==> src/rtl/dmem_arbiter.sv <==
// Two-port arbiter/sequencer for the data-memory port: CPU (port 0) and debug/loader (port 1).
// Define DMEM_ARB_CPU_PRIORITY_EN for fixed CPU priority instead of round-robin arbitration.
module dmem_arbiter #(
    parameter int DBITS       = 32,
    parameter int MEM_LATENCY = 1
) (
    input  logic             i_clk,
    input  logic             i_reset,
    input  logic             i_p0_req,
    input  logic             i_p0_wr,
    input  logic [DBITS-1:0] i_p0_addr,
    input  logic [DBITS-1:0] i_p0_wdata,
    input  logic             i_p1_req,
    input  logic             i_p1_wr,
    input  logic [DBITS-1:0] i_p1_addr,
    input  logic [DBITS-1:0] i_p1_wdata,
    output logic             o_p0_ack,
    output logic             o_p0_err,
    output logic [DBITS-1:0] o_p0_rdata,
    output logic             o_p1_ack,
    output logic             o_p1_err,
    output logic [DBITS-1:0] o_p1_rdata,
    output logic             o_cpu_stall,
    output logic             o_mem_en,
    output logic             o_mem_wr,
    output logic [DBITS-1:0] o_mem_addr,
    output logic [DBITS-1:0] o_mem_wdata,
    input  logic [DBITS-1:0] i_mem_rdata
);

    typedef enum logic [1:0] {S_IDLE, S_ISSUE, S_WAIT, S_DONE} state_t;

    state_t           r_state, w_next;
    logic             r_gnt, r_wr, r_err;
    logic [DBITS-1:0] r_addr, r_wdata, r_rdata;
    logic [3:0]       r_cnt;

    logic             w_any, w_sel, w_sel_wr, w_misalign, w_done;
    logic [DBITS-1:0] w_sel_addr, w_sel_wdata;

`ifdef DMEM_ARB_CPU_PRIORITY_EN
    assign w_sel = ~i_p0_req;
`else
    logic r_last;
    // On a contest the port that was not granted last wins.
    assign w_sel = (i_p0_req & i_p1_req) ? ~r_last : i_p1_req;
`endif

    assign w_any       = i_p0_req | i_p1_req;
    assign w_sel_wr    = w_sel ? i_p1_wr    : i_p0_wr;
    assign w_sel_addr  = w_sel ? i_p1_addr  : i_p0_addr;
    assign w_sel_wdata = w_sel ? i_p1_wdata : i_p0_wdata;
    assign w_misalign  = |w_sel_addr[1:0];

    always_comb begin
        w_next = r_state;
        case (r_state)
            S_IDLE:  if (w_any) w_next = w_misalign ? S_DONE : S_ISSUE;
            S_ISSUE: w_next = r_wr ? S_DONE : S_WAIT;
            S_WAIT:  if (r_cnt == 4'd1) w_next = S_DONE;
            S_DONE:  w_next = S_IDLE;
            default: w_next = S_IDLE;
        endcase
    end

    always_ff @(posedge i_clk) begin
        if (!i_reset) begin
            r_state <= S_IDLE;
            r_gnt   <= 1'b0;
            r_wr    <= 1'b0;
            r_err   <= 1'b0;
            r_addr  <= '0;
            r_wdata <= '0;
            r_rdata <= '0;
            r_cnt   <= '0;
`ifndef DMEM_ARB_CPU_PRIORITY_EN
            r_last  <= 1'b1;
`endif
        end else begin
            r_state <= w_next;
            case (r_state)
                S_IDLE: if (w_any) begin
                    r_gnt   <= w_sel;
                    r_wr    <= w_sel_wr;
                    r_addr  <= w_sel_addr;
                    r_wdata <= w_sel_wdata;
                    r_err   <= w_misalign;
                    r_rdata <= '0;
                end
                S_ISSUE: r_cnt <= 4'(MEM_LATENCY);
                S_WAIT: begin
                    r_cnt <= r_cnt - 4'd1;
                    if (r_cnt == 4'd1) r_rdata <= i_mem_rdata;
                end
                S_DONE: begin
`ifndef DMEM_ARB_CPU_PRIORITY_EN
                    r_last <= r_gnt;
`endif
                end
                default: ;
            endcase
        end
    end

    // Memory fields are forced to zero outside the issue cycle.
    assign w_done      = (r_state == S_DONE);
    assign o_mem_en    = (r_state == S_ISSUE);
    assign o_mem_wr    = o_mem_en & r_wr;
    assign o_mem_addr  = o_mem_en ? r_addr  : '0;
    assign o_mem_wdata = o_mem_en ? r_wdata : '0;

    assign o_p0_ack    = w_done & ~r_gnt;
    assign o_p1_ack    = w_done & r_gnt;
    assign o_p0_err    = o_p0_ack & r_err;
    assign o_p1_err    = o_p1_ack & r_err;
    assign o_p0_rdata  = o_p0_ack ? r_rdata : '0;
    assign o_p1_rdata  = o_p1_ack ? r_rdata : '0;
    assign o_cpu_stall = i_p0_req & ~o_p0_ack;

endmodule

==> config.mk <==
export PLATFORM = sky130hd
export DESIGN_NAME = dmem_arbiter
export DESIGN_NICKNAME = d
export VERILOG_FILES = /design/src/rtl/dmem_arbiter.sv
export SDC_FILE = /design/constraint.sdc
export NUM_CORES = 1
export LEC_CHECK = 0
export BUFFER_PORTS_ARGS = -buffer_cell sky130_fd_sc_hd__buf_2
export CORE_AREA = 2 2 118 120
export CTS_CLUSTER_DIAMETER = 80
export DETAILED_ROUTE_END_ITERATION = 12
export DIE_AREA = 0 0 120 122
export PLACE_DENSITY_LB_ADDON = 0.3
export SLEW_MARGIN = 20
export SYNTH_ARGS = -nofsm -noshare
export SYNTH_HDL_FRONTEND = slang
export SYNTH_SLANG_ARGS = --single-unit
==> constraint.sdc <==
create_clock -name i_clk -period 1.7 [get_ports i_clk]
set_input_delay 0.085 -clock i_clk [delete_from_list [all_inputs] [get_ports i_clk]]
set_output_delay 0.085 -clock i_clk [all_outputs]
set_load 0.01 [all_outputs]
==> impl_metrics.py, run 1 <==
metrics = {
    "outcome": {
        "run_status": "finished with violations",
        "failed_checks": "negative setup slack",
    },
    "global_routing": {
        "overflow": 0,
        "grt_pass1_wl_um": 24500,
        "grt_use_total_pct": 21.1,
        "grt_max_degree": 68,
        "grt_pass1_vias": 4925,
        "antenna_found_initial": 4,
    },
    "floorplanning": {
        "design.portCount": 301,
        "row_count": 43,
        "start_util_pct": 38.7,
        "die_h_um": 122,
        "design.core.area_um2": 13500,
        "die_w_um": 120,
        "dieArea_um2": 14600,
    },
    "clocking": {
        "clkTransAtPathRegs_ns": 0.07,
        "cts_tree": "done",
        "clock_tree.root_cell": "clkbuf_16",
        "clock_latency_ns": 0.35,
        "htreeDepth": 3,
        "clockBufferDepth": 2,
        "clock_sinks": 106,
        "cts_inserted_buffers": 9,
    },
    "power": {
        "powerDensity_nw_per_um2": 1280,
        "total_power_mw": 10.3,
        "ir_drop_v": 0.000572,
        "power_leakage_nw": 4.02,
    },
    "timing": {
        "rsz0062_at_grt": "yes",
        "fmax_ghz": 0.586,
        "worst_pin_slew_ns": 0.568,
        "finalCriticalPeriod_ns": 1.71,
        "fin_ws_ns": -0.00546,
        "period_share_pct": 100,
        "finalHoldViolations": 0,
        "slew_violations": 0,
        "setup_viol": 1,
        "slew_headroom_pct": 62.1,
        "fin_skew_ns": 0.00601,
    },
    "logic_synthesis": {
        "yosys.area.top_type": "dfxtp_1",
        "synth_fp_nets": 750,
        "yosysWarnings": 0,
        "synth_edf_count": 0,
        "async_reset_ff_share_pct": 0,
        "yosys-top-cells-area": "dfxtp_1 41%, mux2i_1 13%, and2_1 12%",
        "syn_inst": 577,
        "synth_ff_type": "dfxtp_1",
        "ys_types": 39,
        "synth.avg_cell_area_um2": 9.05,
        "synthDominantCellAreaShare_pct": 40.6,
        "syn-cell-area_um2": 5220,
        "ys_seq_elements": 106,
        "synth_seq_area_share_pct": 40.6,
    },
    "finish": {
        "instances_no_fill": 1096,
        "fin_util_pct": 59.7,
        "finalInstanceArea_um2": 8060,
        "final_cell_mix": "288 x buf_2, 103 x dfxtp_1, 95 x and2_1",
        "regArea_um2": 2130,
        "multiInputGateArea_um2": 2990,
        "layout-drive-gt1-share_pct": 42.5,
        "layout_commonest_cell": "buf_2",
        "syn_to_final_growth_pct": 54.4,
        "nNetsFinal": 1082,
        "fillers": 1178,
    },
    "setup_path": {
        "crit_arrival_ns": 1.62,
        "start_kind": "flip-flop",
        "critPathMaxStageDelay_ns": 0.36,
        "worstSetupEndpointType": "primary output",
        "slowest_stage": "dfxtp_4",
        "criticalPathCategory": "reg2out",
        "crit_fanout": 12,
        "cp.required_ns": 1.62,
        "crit_chain": "buf_6, ha_4, buf_8, clkbuf_16, and3_1, buf_2",
    },
    "route": {
        "via_count": 5500,
        "drt_iter0_drc": 267,
        "ant_nets": 0,
        "wl_per_cell_um": 15.9,
        "drtPass1Iterations": 4,
        "wirelength_um": 17400,
        "drc": 0,
        "avgViaCountPerCell": 5.02,
    },
    "run": {
        "cap_violations": 0,
    },
    "place": {
        "placed_area_um2": 7010,
        "io_buffers": 300,
        "gp_congestion": 0.828,
        "dpl.cell_count": 1031,
        "dp_hpwl_um": 11300,
    },
    "worst_hold_path": {
        "hold_class": "in2reg",
    },
}
metrics by stage:
stage	TNS, ns	hold slack, ns	setup slack (ns)
final	-0.00546	0.0252	-0.00546
after global routing	-3.11	0.0354	-0.0546
after CTS	-1.01	0.0122	-0.0371
after detailed placement	-5.76	0.296	-0.251
after global placement	-16.62	0.294	-0.521
after floorplan	0	0.210	0.0154
layout make-up:
type	count	share of cell area, %
multi-input cells	413	37.0
clock buffers	12	2.93
well taps	180	2.79
flip-flops and latches	106	26.4
repair buffers	371	29.7
diodes	2	0.0621
inverters	8	0.435
clock inverters	4	0.652
where the power goes:
group | switching, mW | internal, mW
Sequential | 0.329 | 3.17
Combinational | 2.48 | 2.25
Clock | 0.918 | 1.15
logic make-up after synthesis:
| family | share of synthesized area, % |
|---|---|
| simple gates | 18.6 |
| buf+inv | 5.44 |
| fa+ha+maj | 1.68 |
| compound gates | 21.0 |
| mux | 12.7 |
| flops | 40.6 |
Yosys cell counts (2+ instances only):
cell type / count
and2_1: 100
clkbuf_1: 34
o21ai_0: 72
buf_1: 2
a21oi_1: 66
nor3_1: 3
and3_1: 34
a22o_1: 32
o221a_2: 2
buf_2: 11
dfxtp_1: 106
ha_1: 7
buf_6: 5
mux2i_1: 66
inv_1: 8
nor2_1: 3
nor3b_1: 2
nor2b_1: 3
routing by layer:
metal | wire [µm] | vias up | GRT usage, %
li1 | - | 2717 | -
met1 | 7020 | 2507 | 24.5
met2 | 8660 | 249 | 38.0
met3 | 1330 | 25 | 5.38
met4 | 403 | 2 | 6.69
met5 | 7 | - | 0
state kept, by name, indices dropped and copies added (netlist names):
signal,cells
r_addr,32
r_cnt,4
r_err,1
r_gnt,1
r_last,1
r_rdata,32
r_state,2
r_wdata,32
r_wr,1
critical path, delay by kind of cell, from the launching register on:
| family | cells | cell delay (ns) |
|---|---|---|
| buf+inv | 4 | 0.57 |
| flops | 1 | 0.36 |
| fa+ha+maj | 1 | 0.17 |
| simple gates | 1 | 0.17 |
repair_timing:
item	in CTS	in global routing
buffers inserted	4	4
pin swaps	14	3
gates resized for setup	23	40
gates cloned	2	7
endpoints found under the hold margin	32	0
hold buffers	32	0
endpoints found under the setup margin	157	158
final timing paths:
path,start,to,slack [ns],depth (start not counted)
max,r_state[1],o_p1_rdata[20],-0.005,6
min reg2reg,r_rdata[28],r_rdata[28],0.49,1
min,i_p0_addr[7],r_addr[7],0.03,3
max reg2reg,r_state[0],r_rdata[18],0.04,6
Note: power is estimated with default switching activity, not from simulation.
==> inputs of run 2 (changes only) <==
Settings changed: ABC_AREA set to 1, CORE_AREA 2 2 118 120 to 2 2 120 122, DIE_AREA 0 0 120 122 to 0 0 122 124, MAX_ROUTING_LAYER set to met4, TNS_END_PERCENT set to 5.
==> impl_metrics.py, run 2 <==
metrics = {
    "timing": {
        "fmax_ghz": 0.573,
        "worst_pin_slew_ns": 0.392,
        "slew_violations": 0,
        "setup_viol": 21,
        "tns_ns": -0.331,
        "rsz0062_at_grt": "yes",
        "finalCriticalPeriod_ns": 1.74,
        "finalHoldViolations": 0,
        "period_share_pct": 103,
        "fin_skew_ns": 0.00573,
        "fin_ws_ns": -0.0445,
        "slew_headroom_pct": 73.8,
    },
    "logic_synthesis": {
        "ys_types": 22,
        "synth.avg_cell_area_um2": 6.25,
        "synth_seq_area_share_pct": 37.8,
        "async_reset_ff_share_pct": 0,
        "syn-cell-area_um2": 5610,
        "ys_seq_elements": 106,
        "synth_ff_type": "dfxtp_1",
        "yosys.area.top_type": "dfxtp_1",
        "syn_inst": 897,
        "synth_edf_count": 0,
        "synth_fp_nets": 1070,
        "yosys-top-cells-area": "dfxtp_1 38%, nand2_1 16%, a21oi_1 9.4%",
        "synth.top_cells.by_count": "246 x nand2_1, 138 x nor2_1, 116 x inv_1",
        "synthDominantCellAreaShare_pct": 37.8,
        "yosysWarnings": 0,
        "synth_most_common_cell": "nand2_1",
    },
    "floorplanning": {
        "design.core.area_um2": 13700,
        "design.portCount": 301,
        "die_w_um": 122,
        "row_count": 43,
        "dieArea_um2": 15100,
        "start_util_pct": 40.9,
        "die_h_um": 124,
    },
    "route": {
        "drtPass1Iterations": 5,
        "wl_per_cell_um": 14.1,
        "via_count": 7001,
        "drt_iter0_drc": 469,
        "drc": 0,
        "ant_nets": 0,
        "wirelength_um": 20100,
        "avgViaCountPerCell": 4.89,
    },
    "setup_path": {
        "crit_fanout": 8,
        "crit_chain": "buf_6, ha_4, inv_4, nor2_4, clkinv_4, clkbuf_16, nor2_2, buf_2",
        "crit_arrival_ns": 1.66,
        "cp.required_ns": 1.62,
        "start_kind": "flip-flop",
        "slowest_stage": "dfxtp_4",
        "path_buf_inv": 5,
        "criticalPathCategory": "reg2out",
        "crit_family": "buffers and inverters",
        "worstSetupEndpointType": "primary output",
        "critPathMaxStageDelay_ns": 0.36,
    },
    "place": {
        "dpl.cell_count": 1340,
        "dp_hpwl_um": 12700,
        "place_ws_ns": 0.0169,
        "io_buffers": 300,
        "gp_congestion": 0.867,
        "placed_area_um2": 7300,
    },
    "clocking": {
        "clock_sinks": 106,
        "clock_latency_ns": 0.35,
        "htreeDepth": 3,
        "clock_tree.root_cell": "clkbuf_16",
        "cts_inserted_buffers": 9,
        "clockBufferDepth": 2,
        "clkTransAtPathRegs_ns": 0.07,
        "cts_tree": "done",
    },
    "finish": {
        "diodes": 0,
        "layout-drive-gt1-share_pct": 32.1,
        "reg.largest.list": "r_addr: 32 flops, r_rdata: 32 flops, r_wdata: 32 flops",
        "layout_commonest_cell": "buf_2",
        "final_cell_mix": "280 x buf_2, 245 x nand2_1, 110 x nor2_1",
        "fin_util_pct": 63.7,
        "instances_no_fill": 1431,
        "nNetsFinal": 1419,
        "syn_to_final_growth_pct": 56.0,
        "finalInstanceArea_um2": 8740,
    },
    "global_routing": {
        "grt_max_degree": 64,
        "antenna_found_initial": 0,
        "grt_use_total_pct": 24.5,
        "overflow": 0,
        "grt_pass1_vias": 6073,
        "grt_pass1_wl_um": 28700,
    },
    "run": {
        "cap_violations": 0,
    },
    "worst_hold_path": {
        "hold_class": "in2reg",
    },
    "outcome": {
        "run_status": "finished with violations",
        "failed_checks": "negative setup slack",
    },
    "power": {
        "ir_drop_v": 0.000694,
        "power_leakage_nw": 4.66,
        "powerDensity_nw_per_um2": 1310,
    },
}
==> run 2: cell count changes in the layout (fill, tap and decap cells not counted), moves of 36 or more <==
cell,delta
mux2i_1,-66
nor2_1,+108
and2_1,-95
inv_1,+103
o21ai_0,-36
a21oi_1,+38
nand2_1,+244
==> run 2: kinds of logic (layout without fill, tap and decap cells) <==
logic type	after synthesis	count (layout)	share of synthesized area (%)
flops	106	106	37.8
buf+inv	183	537	14.3
simple gates	427	427	30.5
fa+ha+maj	7	7	1.56
compound gates	174	174	15.8
==> run 2: what timing repair did <==
item / in CTS / in global routing
resized for setup: 8 / 72
hold buffers: 63 / 0
setup buffers: 0 / 5
pin swaps: 0 / 2
hold endpoints to repair: 63 / 0
setup endpoints to repair: 48 / 184
gates cloned: 0 / 7
==> run 2: area by class of cell <==
class / instances / area [µm²]
clock buffers: 10 / 239
multi-input cells: 608 / 2820
well taps: 180 / 225
inverters: 120 / 458
fillers: 1205 / 4970
clock inverters: 6 / 88.8
repair buffers: 401 / 2790
flip-flops and latches: 106 / 2130
==> run 2: worst paths after layout <==
| kind | start | endpoint | slack [ns] | cells after the start |
|---|---|---|---|---|
| min reg2reg | r_rdata[27] | r_rdata[27] | 0.46 | 2 |
| min | i_mem_rdata[25] | r_rdata[25] | 0.009 | 3 |
| max | r_state[0] | o_p0_rdata[27] | -0.04 | 8 |
| max reg2reg | r_state[0] | r_wdata[28] | -0.01 | 9 |
==> run 2: worst register-to-register path, stage by stage (launching register included) <==
cell and delay (ns):
dfxtp_4 0.36, inv_1 0.09, ha_1 0.24, inv_2 0.09
a21oi_4 0.04, buf_12 0.14, buf_4 0.15, clkbuf_16 0.18
o21ai_0 0.23, nor2_1 0.09
==> run 2: power breakdown <==
group	leakage, nW	internal, mW	switching [mW]
combinational	3.63	2.35	3.26
sequential	0.873	3.17	0.360
clock	0.155	1.33	0.957
==> run 2: stage by stage <==
step	power (mW)	hold slack (ns)
3_3_place_gp	8.18	0.307
2_1_floorplan	6.80	0.221
5_1_grt	12.3	0.00472
6_report	11.4	0.00918
3_5_place_dp	8.19	0.316
4_1_cts	10.6	0.000440
==> run 2: per-layer routing <==
layer	up-vias	wire [µm]	track usage, %
li1	3477	-	-
met1	3117	7990	28.5
met2	352	9730	40.9
met3	55	1620	4.21
met4	0	771	12.6
met5	-	0	-
==> inputs of run 3 (changes only) <==
Settings changed: PLACE_DENSITY set to 0.83, PLACE_DENSITY_LB_ADDON 0.3 to unset.
==> impl_metrics.py, run 3 (synthesis results as in run 2) <==
metrics = {
    "route": {
        "wirelength_um": 21300,
        "wl_met1_um": 8310,
        "wl_met2_um": 10300,
        "wl_met3_um": 1790,
        "wl_per_cell_um": 14.8,
        "highest_layer": "met4",
        "drc": 0,
        "drt_iter0_drc": 542,
        "drtPass1Iterations": 6,
        "via_count": 7280,
        "ant_nets": 0,
        "avgViaCountPerCell": 5.06,
    },
    "timing": {
        "finalCriticalPeriod_ns": 1.72,
        "holdWs_ns": 0.0142,
        "finalHoldViolations": 0,
        "rsz0062_at_grt": "yes",
        "setup_viol": 6,
        "tns_ns": -0.0924,
        "slew_violations": 0,
        "period_share_pct": 101,
        "fin_skew_ns": 0.00748,
        "fmax_ghz": 0.580,
        "slew_headroom_pct": 70.2,
        "fin_ws_ns": -0.0234,
        "worst_pin_slew_ns": 0.447,
    },
    "floorplanning": {
        "row_count": 43,
        "design.core.area_um2": 13700,
        "design.portCount": 301,
        "start_util_pct": 40.9,
        "die_h_um": 124,
        "die_w_um": 122,
        "dieArea_um2": 15100,
    },
    "place": {
        "gp_congestion": 0.893,
        "placed_area_um2": 7320,
        "dp_hpwl_um": 12700,
        "place_ws_ns": 0.00648,
        "io_buffers": 300,
    },
    "setup_path": {
        "crit_arrival_ns": 1.64,
        "criticalPathCategory": "reg2out",
        "reg2reg_to": "r_addr[21]",
        "slowest_stage": "dfxtp_2",
        "crit_fanout": 8,
        "start_kind": "flip-flop",
        "crit_chain": "buf_6, ha_4, inv_2, nor2_4, clkinv_4, clkbuf_16, nor2_2, buf_2",
        "cp.required_ns": 1.62,
        "ff2ff_path_depth": 9,
        "critPathMaxStageDelay_ns": 0.34,
        "endpoint": "o_p0_rdata[13]",
        "crit_start": "r_state[0]",
        "timing.rr.start": "r_state[0]",
        "r2r_slack_ns": 0.07,
        "worstSetupEndpointType": "primary output",
    },
    "power": {
        "ir_drop_v": 0.000824,
        "power_leakage_nw": 4.66,
        "pwr-share-clk_pct": 18.0,
        "power_frac_seq_pct": 31.6,
        "powerDensity_nw_per_um2": 1280,
        "total_power_mw": 11.1,
        "combPwrFrac_pct": 50.4,
        "power.switching_fraction_pct": 41.7,
        "internal_power_mw": 6.48,
        "p_sw_mw": 4.64,
    },
    "finish": {
        "final_cell_mix": "294 x buf_2, 243 x nand2_1, 111 x inv_1",
        "nNetsFinal": 1426,
        "layout-drive-gt1-share_pct": 31.6,
        "diodes": 0,
        "reg.largest.list": "r_addr: 32 flops, r_rdata: 32 flops, r_wdata: 32 flops",
        "syn_to_final_growth_pct": 55.2,
        "finalInstanceArea_um2": 8700,
        "layout_commonest_cell": "buf_2",
    },
    "global_routing": {
        "grt_pass1_wl_um": 30600,
        "grt_max_degree": 64,
        "grt_pass1_vias": 6601,
        "antenna_found_initial": 0,
        "grt_use_total_pct": 26.2,
        "overflow": 0,
    },
    "clocking": {
        "htreeDepth": 3,
        "clockBufferDepth": 2,
        "cts_tree": "done",
        "clock_tree.root_cell": "clkbuf_16",
        "cts_inserted_buffers": 9,
        "clkTransAtPathRegs_ns": 0.07,
        "clock_latency_ns": 0.35,
        "clock_sinks": 106,
    },
    "run": {
        "cap_violations": 0,
    },
    "outcome": {
        "failed_checks": "negative setup slack",
        "run_status": "finished with violations",
    },
    "worst_hold_path": {
        "hold_class": "in2reg",
    },
}
-- run 3: cell types whose count changed in the layout (fill, tap and decap cells not counted), moves of 3 or more --
| cell | delta |
|---|---|
| dlygate4sd3_1 | +12 |
| o21ai_0 | +3 |
| buf_2 | +14 |
| buf_4 | -7 |
| o21ai_1 | -3 |
| inv_1 | +3 |
| buf_6 | -12 |
-- run 3: timing repair --
item	CTS	global route
endpoints found under the hold margin	75	0
endpoints found under the setup margin	95	77
setup buffers	1	4
pin swaps	0	1
hold buffers	75	0
cloned	0	5
gates resized for setup	11	49
-- run 3: how the worst min path moves through the flow --
| stage | startpoint | to | slack (ns) | depth (start not counted) |
|---|---|---|---|---|
| final | i_mem_rdata[18] | r_rdata[18] | 0.01 | 3 |
| after global routing | i_mem_rdata[5] | r_rdata[5] | 0.01 | 3 |
| after CTS | i_mem_rdata[1] | r_rdata[1] | 0.002 | 3 |
| after detailed placement | i_p1_addr[21] | r_addr[21] | 0.32 | 3 |
| after global placement | i_p1_wdata[8] | r_wdata[8] | 0.31 | 3 |
| after floorplan | i_p1_addr[10] | r_addr[10] | 0.22 | 2 |
-- run 3: through the flow --
step	utilization [%]	std cells
floorplan	-	897
global placement	53.4	1337
detailed placement	53.4	1337
CTS	61.2	1429
global route	63.4	1438
finish	63.4	1438
-- run 3: routing by layer --
layer	vias to the layer above	global-route usage [%]
met5	-	-
met4	0	14.2
met3	92	4.49
met2	422	44.8
met1	3267	29.4
li1	3499	-
-- run 3: cell type report --
cell class / instances / area, µm²
tap: 180 / 225
inverter: 120 / 455
timing repair buffer: 408 / 2780
fill: 1154 / 5020
sequential: 106 / 2120
clock buffer: 10 / 239
clock inverter: 6 / 40.0
multi-input combinational: 608 / 2840
-- run 3: power by group through the flow --
stage / clock [mW] / sequential (mW) / combinational, mW
2_1_floorplan: 0 / 3.44 / 3.35
3_3_place_gp: 0 / 3.50 / 4.74
3_5_place_dp: 0 / 3.52 / 4.83
4_1_cts: 2.05 / 3.48 / 5.07
5_1_grt: 2.15 / 3.58 / 6.19
6_report: 2.00 / 3.51 / 5.61
-- run 3: worst max-delay path, delay by kind of cell, from the launching register on --
kind                       cells  cell delay (ns)
adders and majority gates      1             0.13
DFF                            1             0.34
and+or+nand+nor                2             0.22
buffers and inverters          5             0.60
